## config.mk

```make
export PLATFORM = sky130hd
export DESIGN_NAME = color_select_flat
export DESIGN_NICKNAME = d
export VERILOG_FILES = /design/src/rtl/color_select_if.sv /design/src/rtl/color_select.sv /design/src/flat_wrapper.sv
export SDC_FILE = /design/constraint.sdc
export NUM_CORES = 1
export LEC_CHECK = 0
export ABC_AREA = 1
export BUFFER_PORTS_ARGS = -buffer_cell sky130_fd_sc_hd__buf_2
export CAP_MARGIN = 20
export CORE_ASPECT_RATIO = 1.75
export CORE_MARGIN = 2
export CORE_UTILIZATION = 53
export DETAILED_ROUTE_END_ITERATION = 10
export PLACE_DENSITY = 0.69
export SYNTH_ARGS = -nofsm -noshare
export SYNTH_HDL_FRONTEND = slang
export SYNTH_SLANG_ARGS = --single-unit
```

## constraint.sdc

```tcl
create_clock -name clk -period 2.47 [get_ports clk]
set_clock_uncertainty 0.05 [all_clocks]
set_input_delay 0.1235 -clock clk [delete_from_list [all_inputs] [get_ports clk]]
set_output_delay 0.1235 -clock clk [all_outputs]
set_load 0.005 [all_outputs]
```

## src/rtl/color_select_if.sv

```systemverilog
// Pushbutton and colour-code signals of the colour selector.
// The bench drives the keys through the master side; color_select is the slave.
interface color_select_if;
  logic       key_next_n;
  logic       key_prev_n;
  logic [2:0] color;
  logic       color_changed;

  modport master (
    output key_next_n,
    output key_prev_n,
    input  color,
    input  color_changed
  );

  modport slave (
    input  key_next_n,
    input  key_prev_n,
    output color,
    output color_changed
  );
endinterface

```

## src/rtl/color_select.sv

```systemverilog
// Two-button colour selector: synchronized and debounced keys step a 3-bit
// colour code up or down, with hold-to-repeat and a lockout when both are held.
module color_select #(
  parameter int unsigned DEBOUNCE_CYCLES = 500000,
  parameter int unsigned HOLD_CYCLES     = 25000000,
  parameter int unsigned REPEAT_CYCLES   = 10000000
) (
  input  logic           clk,
  input  logic           reset,
  color_select_if.slave  io_bus
);

  localparam int DB_W   = $clog2(DEBOUNCE_CYCLES + 1);
  localparam int HOLD_W = $clog2(HOLD_CYCLES + 1);
  localparam int REP_W  = $clog2(REPEAT_CYCLES + 1);

  localparam logic [DB_W-1:0]   DB_LAST   = DB_W'(DEBOUNCE_CYCLES - 1);
  localparam logic [HOLD_W-1:0] HOLD_LAST = HOLD_W'(HOLD_CYCLES - 1);
  localparam logic [HOLD_W-1:0] HOLD_SAT  = HOLD_W'(HOLD_CYCLES);
  localparam logic [REP_W-1:0]  REP_LAST  = REP_W'(REPEAT_CYCLES - 1);

  typedef enum logic [1:0] {
    S_IDLE      = 2'd0,
    S_HELD_NEXT = 2'd1,
    S_HELD_PREV = 2'd2,
    S_LOCKED    = 2'd3
  } state_t;

  // Index 0 is the next key, index 1 the prev key.
  logic [1:0]        r_sync1;
  logic [1:0]        r_sync2;
  logic [1:0]        r_db;
  logic [1:0]        r_db_d;
  logic [DB_W-1:0]   r_db_cnt [2];
  logic [1:0]        w_lvl;
  logic [1:0]        w_rise;

  state_t            r_state;
  state_t            w_state_next;
  logic [HOLD_W-1:0] r_hold_cnt;
  logic [REP_W-1:0]  r_rep_cnt;
  logic              w_timer_due;
  logic              w_step_inc;
  logic              w_step_dec;

  logic [2:0]        r_color;
  logic              r_color_changed;

  assign w_lvl  = ~r_sync2;
  assign w_rise = r_db & ~r_db_d;

  // Synchronizers and per-key debouncers; the counter restarts whenever the
  // synchronized level agrees with the accepted state.
  always_ff @(posedge clk) begin
    if (reset) begin
      r_sync1 <= 2'b11;
      r_sync2 <= 2'b11;
      r_db    <= 2'b00;
      r_db_d  <= 2'b00;
      for (int i = 0; i < 2; i++) begin
        r_db_cnt[i] <= '0;
      end
    end else begin
      r_sync1 <= {io_bus.key_prev_n, io_bus.key_next_n};
      r_sync2 <= r_sync1;
      r_db_d  <= r_db;
      for (int i = 0; i < 2; i++) begin
        if (w_lvl[i] == r_db[i]) begin
          r_db_cnt[i] <= '0;
        end else if (r_db_cnt[i] == DB_LAST) begin
          r_db[i]     <= ~r_db[i];
          r_db_cnt[i] <= '0;
        end else begin
          r_db_cnt[i] <= r_db_cnt[i] + DB_W'(1);
        end
      end
    end
  end

  // Control state register.
  always_ff @(posedge clk) begin
    if (reset) begin
      r_state <= S_IDLE;
    end else begin
      r_state <= w_state_next;
    end
  end

  // Next-state logic; the other key appearing while one is held locks out
  // stepping until both keys are released.
  always_comb begin
    w_state_next = r_state;
    case (r_state)
      S_IDLE: begin
        if (r_db[0] && r_db[1]) begin
          w_state_next = S_LOCKED;
        end else if (w_rise[0]) begin
          w_state_next = S_HELD_NEXT;
        end else if (w_rise[1]) begin
          w_state_next = S_HELD_PREV;
        end else begin
          w_state_next = S_IDLE;
        end
      end
      S_HELD_NEXT: begin
        if (r_db[1]) begin
          w_state_next = S_LOCKED;
        end else if (!r_db[0]) begin
          w_state_next = S_IDLE;
        end else begin
          w_state_next = S_HELD_NEXT;
        end
      end
      S_HELD_PREV: begin
        if (r_db[0]) begin
          w_state_next = S_LOCKED;
        end else if (!r_db[1]) begin
          w_state_next = S_IDLE;
        end else begin
          w_state_next = S_HELD_PREV;
        end
      end
      S_LOCKED: begin
        if (r_db == 2'b00) begin
          w_state_next = S_IDLE;
        end else begin
          w_state_next = S_LOCKED;
        end
      end
      default: w_state_next = S_IDLE;
    endcase
  end

  assign w_timer_due = (r_hold_cnt == HOLD_LAST) ||
                       ((r_hold_cnt == HOLD_SAT) && (r_rep_cnt == REP_LAST));

  // Step requests: one on the initial press, then timed repeats while held.
  always_comb begin
    w_step_inc = 1'b0;
    w_step_dec = 1'b0;
    case (r_state)
      S_IDLE: begin
        w_step_inc = (w_state_next == S_HELD_NEXT);
        w_step_dec = (w_state_next == S_HELD_PREV);
      end
      S_HELD_NEXT: begin
        w_step_inc = (w_state_next == S_HELD_NEXT) && w_timer_due;
      end
      S_HELD_PREV: begin
        w_step_dec = (w_state_next == S_HELD_PREV) && w_timer_due;
      end
      default: begin
        w_step_inc = 1'b0;
        w_step_dec = 1'b0;
      end
    endcase
  end

  // Hold counter saturates at HOLD_CYCLES; the repeat counter only runs after.
  always_ff @(posedge clk) begin
    if (reset) begin
      r_hold_cnt <= '0;
      r_rep_cnt  <= '0;
    end else if ((w_state_next != r_state) ||
                 ((r_state != S_HELD_NEXT) && (r_state != S_HELD_PREV))) begin
      r_hold_cnt <= '0;
      r_rep_cnt  <= '0;
    end else if (r_hold_cnt != HOLD_SAT) begin
      r_hold_cnt <= r_hold_cnt + HOLD_W'(1);
      r_rep_cnt  <= '0;
    end else if (r_rep_cnt == REP_LAST) begin
      r_rep_cnt  <= '0;
    end else begin
      r_rep_cnt  <= r_rep_cnt + REP_W'(1);
    end
  end

  // Colour register, wrapping modulo 8, with its change pulse.
  always_ff @(posedge clk) begin
    if (reset) begin
      r_color         <= 3'b001;
      r_color_changed <= 1'b0;
    end else if (w_step_inc) begin
      r_color         <= r_color + 3'd1;
      r_color_changed <= 1'b1;
    end else if (w_step_dec) begin
      r_color         <= r_color - 3'd1;
      r_color_changed <= 1'b1;
    end else begin
      r_color_changed <= 1'b0;
    end
  end

  assign io_bus.color         = r_color;
  assign io_bus.color_changed = r_color_changed;

endmodule

```

## src/flat_wrapper.sv

```systemverilog
// flat-port wrapper written by rule: the top's interface ports become plain ports
module color_select_flat 
#(
  parameter int unsigned DEBOUNCE_CYCLES = 500000,
  parameter int unsigned HOLD_CYCLES     = 25000000,
  parameter int unsigned REPEAT_CYCLES   = 10000000
)
  (clk, reset, io_bus_key_next_n, io_bus_key_prev_n, io_bus_color, io_bus_color_changed);
  color_select_if io_bus_i ();
  input  logic clk;
  input  logic reset;
  input wire logic [$bits(io_bus_i.key_next_n)-1:0] io_bus_key_next_n;
  input wire logic [$bits(io_bus_i.key_prev_n)-1:0] io_bus_key_prev_n;
  output wire logic [$bits(io_bus_i.color)-1:0] io_bus_color;
  output wire logic [$bits(io_bus_i.color_changed)-1:0] io_bus_color_changed;
  assign io_bus_i.key_next_n = io_bus_key_next_n;
  assign io_bus_i.key_prev_n = io_bus_key_prev_n;
  assign io_bus_color = io_bus_i.color;
  assign io_bus_color_changed = io_bus_i.color_changed;
  color_select #(.DEBOUNCE_CYCLES(DEBOUNCE_CYCLES), .HOLD_CYCLES(HOLD_CYCLES), .REPEAT_CYCLES(REPEAT_CYCLES)) u_core (.clk(clk), .reset(reset), .io_bus(io_bus_i));
endmodule
```

==> key figures <==
Logic synthesis
  – Top post-synthesis cells by area: dfxtp_1, edfxtp_1, nand2_1, nor2_1, inv_1
  – Most common cell in the synthesized netlist: nand2_1
  – Synth warn: 0
  – Netlist cell types: 40
  – Area leader, netlist: dfxtp_1
  – Cells after Synth: around 700
  – Post-synth EDFFs: 38
  – Synthesized area: 5480 µm²
  – Fraction of registers with async set/reset: 0
  – Syn Area/Cell: between 7 and 8 µm²
  – FF+latch count, synth: a little over 100
  – Ys flop type: dfxtp_1
  – Top cell type's share of synthesized area: 0.230
  – Proportion of synthesized chip area in sequential cells: 0.438
  – Synth top cells by count: nand2_1, nor2_1, inv_1

Timing
  – Setup ws final: about 0.26 ns
  – Final setup fails: 0
  – Final hold slack: about 0.024 ns
  – Period utilization: 0.894
  – Fin. max-slew vios: 0
  – Final min period: 2.21 ns
  – Final hold vios: 0
  – Setup TNS: 0 ns
  – Fmax: about 450 MHz
  – RSZ-0062 raised after global routing: false

Clocking
  – Root Buffer: clkbuf_16
  – CTS H-Tree Depth: 3
  – CTS buffer count: 9
  – Setup Fix Bufs, Post-CTS: 0
  – Worst skew pair latency: 0.35 ns
  – Largest buffer count on any clock path: 2
  – CTS tree: yes
  – Clock sink count: 101
  – CTS clk-pin slew, worst paths: 0.07 ns

Setup path
  – Endpoint type of the worst setup path: flop
  – Worst Path Class, Setup: reg -> reg
  – Critical Path RT: about 2.7 ns
  – Nature of the critical path startpoint: flop
  – Worst Path Arrival: 2.41 ns
  – Launch point of the worst path: u_core.r_state[0]
  – FF-to-FF Start: u_core.r_state[0]
  – Crit-path max FO: 5

GRT
  – Most Used Layer, Global Route: met2
  – GR Util All Layers: 0.204
  – Grt met1 use: 0.215
  – M2 GR Usage: 0.383
  – Met3 usage: 0.0456
  – Initial antenna violation count: 0
  – Total global routing overflow: 0
  – Vias in the first global route: roughly 4,400
  – Largest net degree at the start of global routing: 19
  – Global-route wire length before repair: approximately 18 mm

Floorplan
  – Row cnt: 49
  – Die width: 80.9 µm
  – Die height: ~140 µm
  – Initial Utilization: 0.539
  – Ports: 8
  – DIE AREA: around 11,000 µm²
  – Core ar.: around 10,000 µm²

Route
  – Post-route ant nets: 0
  – Routed wire length: ~10 mm
  – Via-per-instance ratio: approximately 5.0
  – Post-route DRC: 0
  – Initial DRC Count: ~190
  – WL/cell: approximately 12 µm
  – Vias: roughly 4,500
  – First-pass DRT Iterations: 4

Hold path
  – Hold Crit Class: in -> reg
  – Worst Hold Launch: reset

Placed design
  – IO buf count: 7
  – GP Congestion: ~0.82
  – Hpwl dp: 8.02 mm
  – DP Worst Slack: a little under 0.2 ns
  – Placed cell count: 874
  – Placement Cell Area: about 5800 µm²

Power and ir drop
  – P per Cell Area: roughly 530 nW/µm²
  – Switching Fraction: 0.222
  – Logic pwr share: 0.023
  – Power Internal: approximately 2.5 mW
  – Net Sw Power: a little over 700 µW
  – Reg power frac: 0.546
  – Clk pwr share: 0.431
  – Leakage: 2.37 nW
  – Design Power: between 3 and 4 mW
  – Max rail drop VDD: between 0.5 and 0.6 mV

Cells and area
  – Register Area: 2410 µm²
  – Fillers: roughly 970
  – N_diodes: 0
  – Share of layout cells above drive strength 1: 0.142
  – Final nets: 775
  – Area Overhead vs Synth: 11.9%
  – Final core utilization: 0.603
  – Layout Cells excl Fill: between 800 and 900
  – Post-route cell area: 6140 µm²
  – Multi-input gate area in the final layout: roughly 2800 µm²

Run
  – Max-cap violations: 0

Status
  – Status: complete, no violations
-- placed cells by master, fill, tap and decap left out, drive strengths merged --
cell / n
a31oi: 4
dlygate4sd3: 2
dfxtp: 63
clkbuf: 10
clkinvlp: 2
nor4: 10
o21a: 2
nor3b: 11
a31o: 1
nand2: 141
nor2: 124
buf: 12
nand3: 37
a211oi: 2
nand4: 19
o21ai: 23
xor2: 12
conb: 38
xnor2: 6
nor3: 36
ha: 10
o211ai: 2
clkinv: 1
fa: 1
inv: 107
edfxtp: 38
a21oi: 43
or2: 7
and2: 1
-- worst max-delay path, stage by stage (launching register included) --
cell	delay (ns)
dfxtp_2	0.37
inv_1	0.09
ha_1	0.28
a21oi_2	0.14
nand2_1	0.07
nand2_2	0.08
inv_2	0.05
nor2_1	0.15
nand2_1	0.12
fa_1	0.39
inv_1	0.06
nand2_1	0.06
a21oi_1	0.13
nor2_1	0.06
-- cell families (layout without fill, tap and decap cells) --
| kind of cell | count (synthesis) | after routing | synth area share |
|---|---|---|---|
| AO/OA/AOI/OAI | 77 | 77 | 0.0792 |
| XOR/XNOR | 18 | 18 | 0.0301 |
| adder cells (fa/ha/maj) | 11 | 11 | 0.0265 |
| buffers and inverters | 111 | 134 | 0.0797 |
| flip-flops | 101 | 101 | 0.438 |
| other | 1 | 38 | 0.000684 |
| AND/OR/NAND/NOR | 386 | 386 | 0.346 |
-- final timing paths --
path,to,slack [ns],depth (start not counted)
max reg2reg,u_core.io_bus.color[2],0.26,13
min reg2reg,u_core.r_sync2[0],0.37,1
min,u_core.r_db_d[1],0.02,2
max,u_core.io_bus.color[2],0.26,13
-- flip-flops by register name, summed over array words and instances (netlist names), 2 cells and up --
register             count
u_core.r_state           2
u_core.r_db_d            2
u_core.r_db_cnt         38
u_core.r_db              2
u_core.io_bus.color      3
u_core.r_hold_cnt       25
u_core.r_rep_cnt        24
u_core.r_sync1           2
u_core.r_sync2           2
-- layer usage --
metal	routed length, µm	vias to the layer above
met4	250	0
li1	-	2377
met3	263	22
met2	5790	48
met5	0	-
met1	4050	2054
-- cell type report --
cell class              count  share of cell area
clock buffers              10              0.0408
clock inverters             6             0.00816
inverters                 104              0.0640
multi-input cells         530               0.454
flip-flops and latches    101               0.392
well taps                 127              0.0259
repair buffers             14              0.0151
-- power by group through the flow --
stage          registers [mW]  logic (mW)  clock network (mW)
2_1_floorplan            1.81      0.0566                   0
5_1_grt                  1.78      0.0884                1.50
4_1_cts                  1.78      0.0753                1.45
3_3_place_gp             1.81      0.0708                   0
3_5_place_dp             1.82      0.0721                   0
6_report                 1.78      0.0761                1.40
-- what timing repair did --
item | CTS | global route
hold endpoints to repair | 2 | 0
hold buffers | 2 | 0
endpoints found under the setup margin | 0 | 2
gates resized for setup | 0 | 5
No activity file was read; power rests on OpenSTA's default activity.
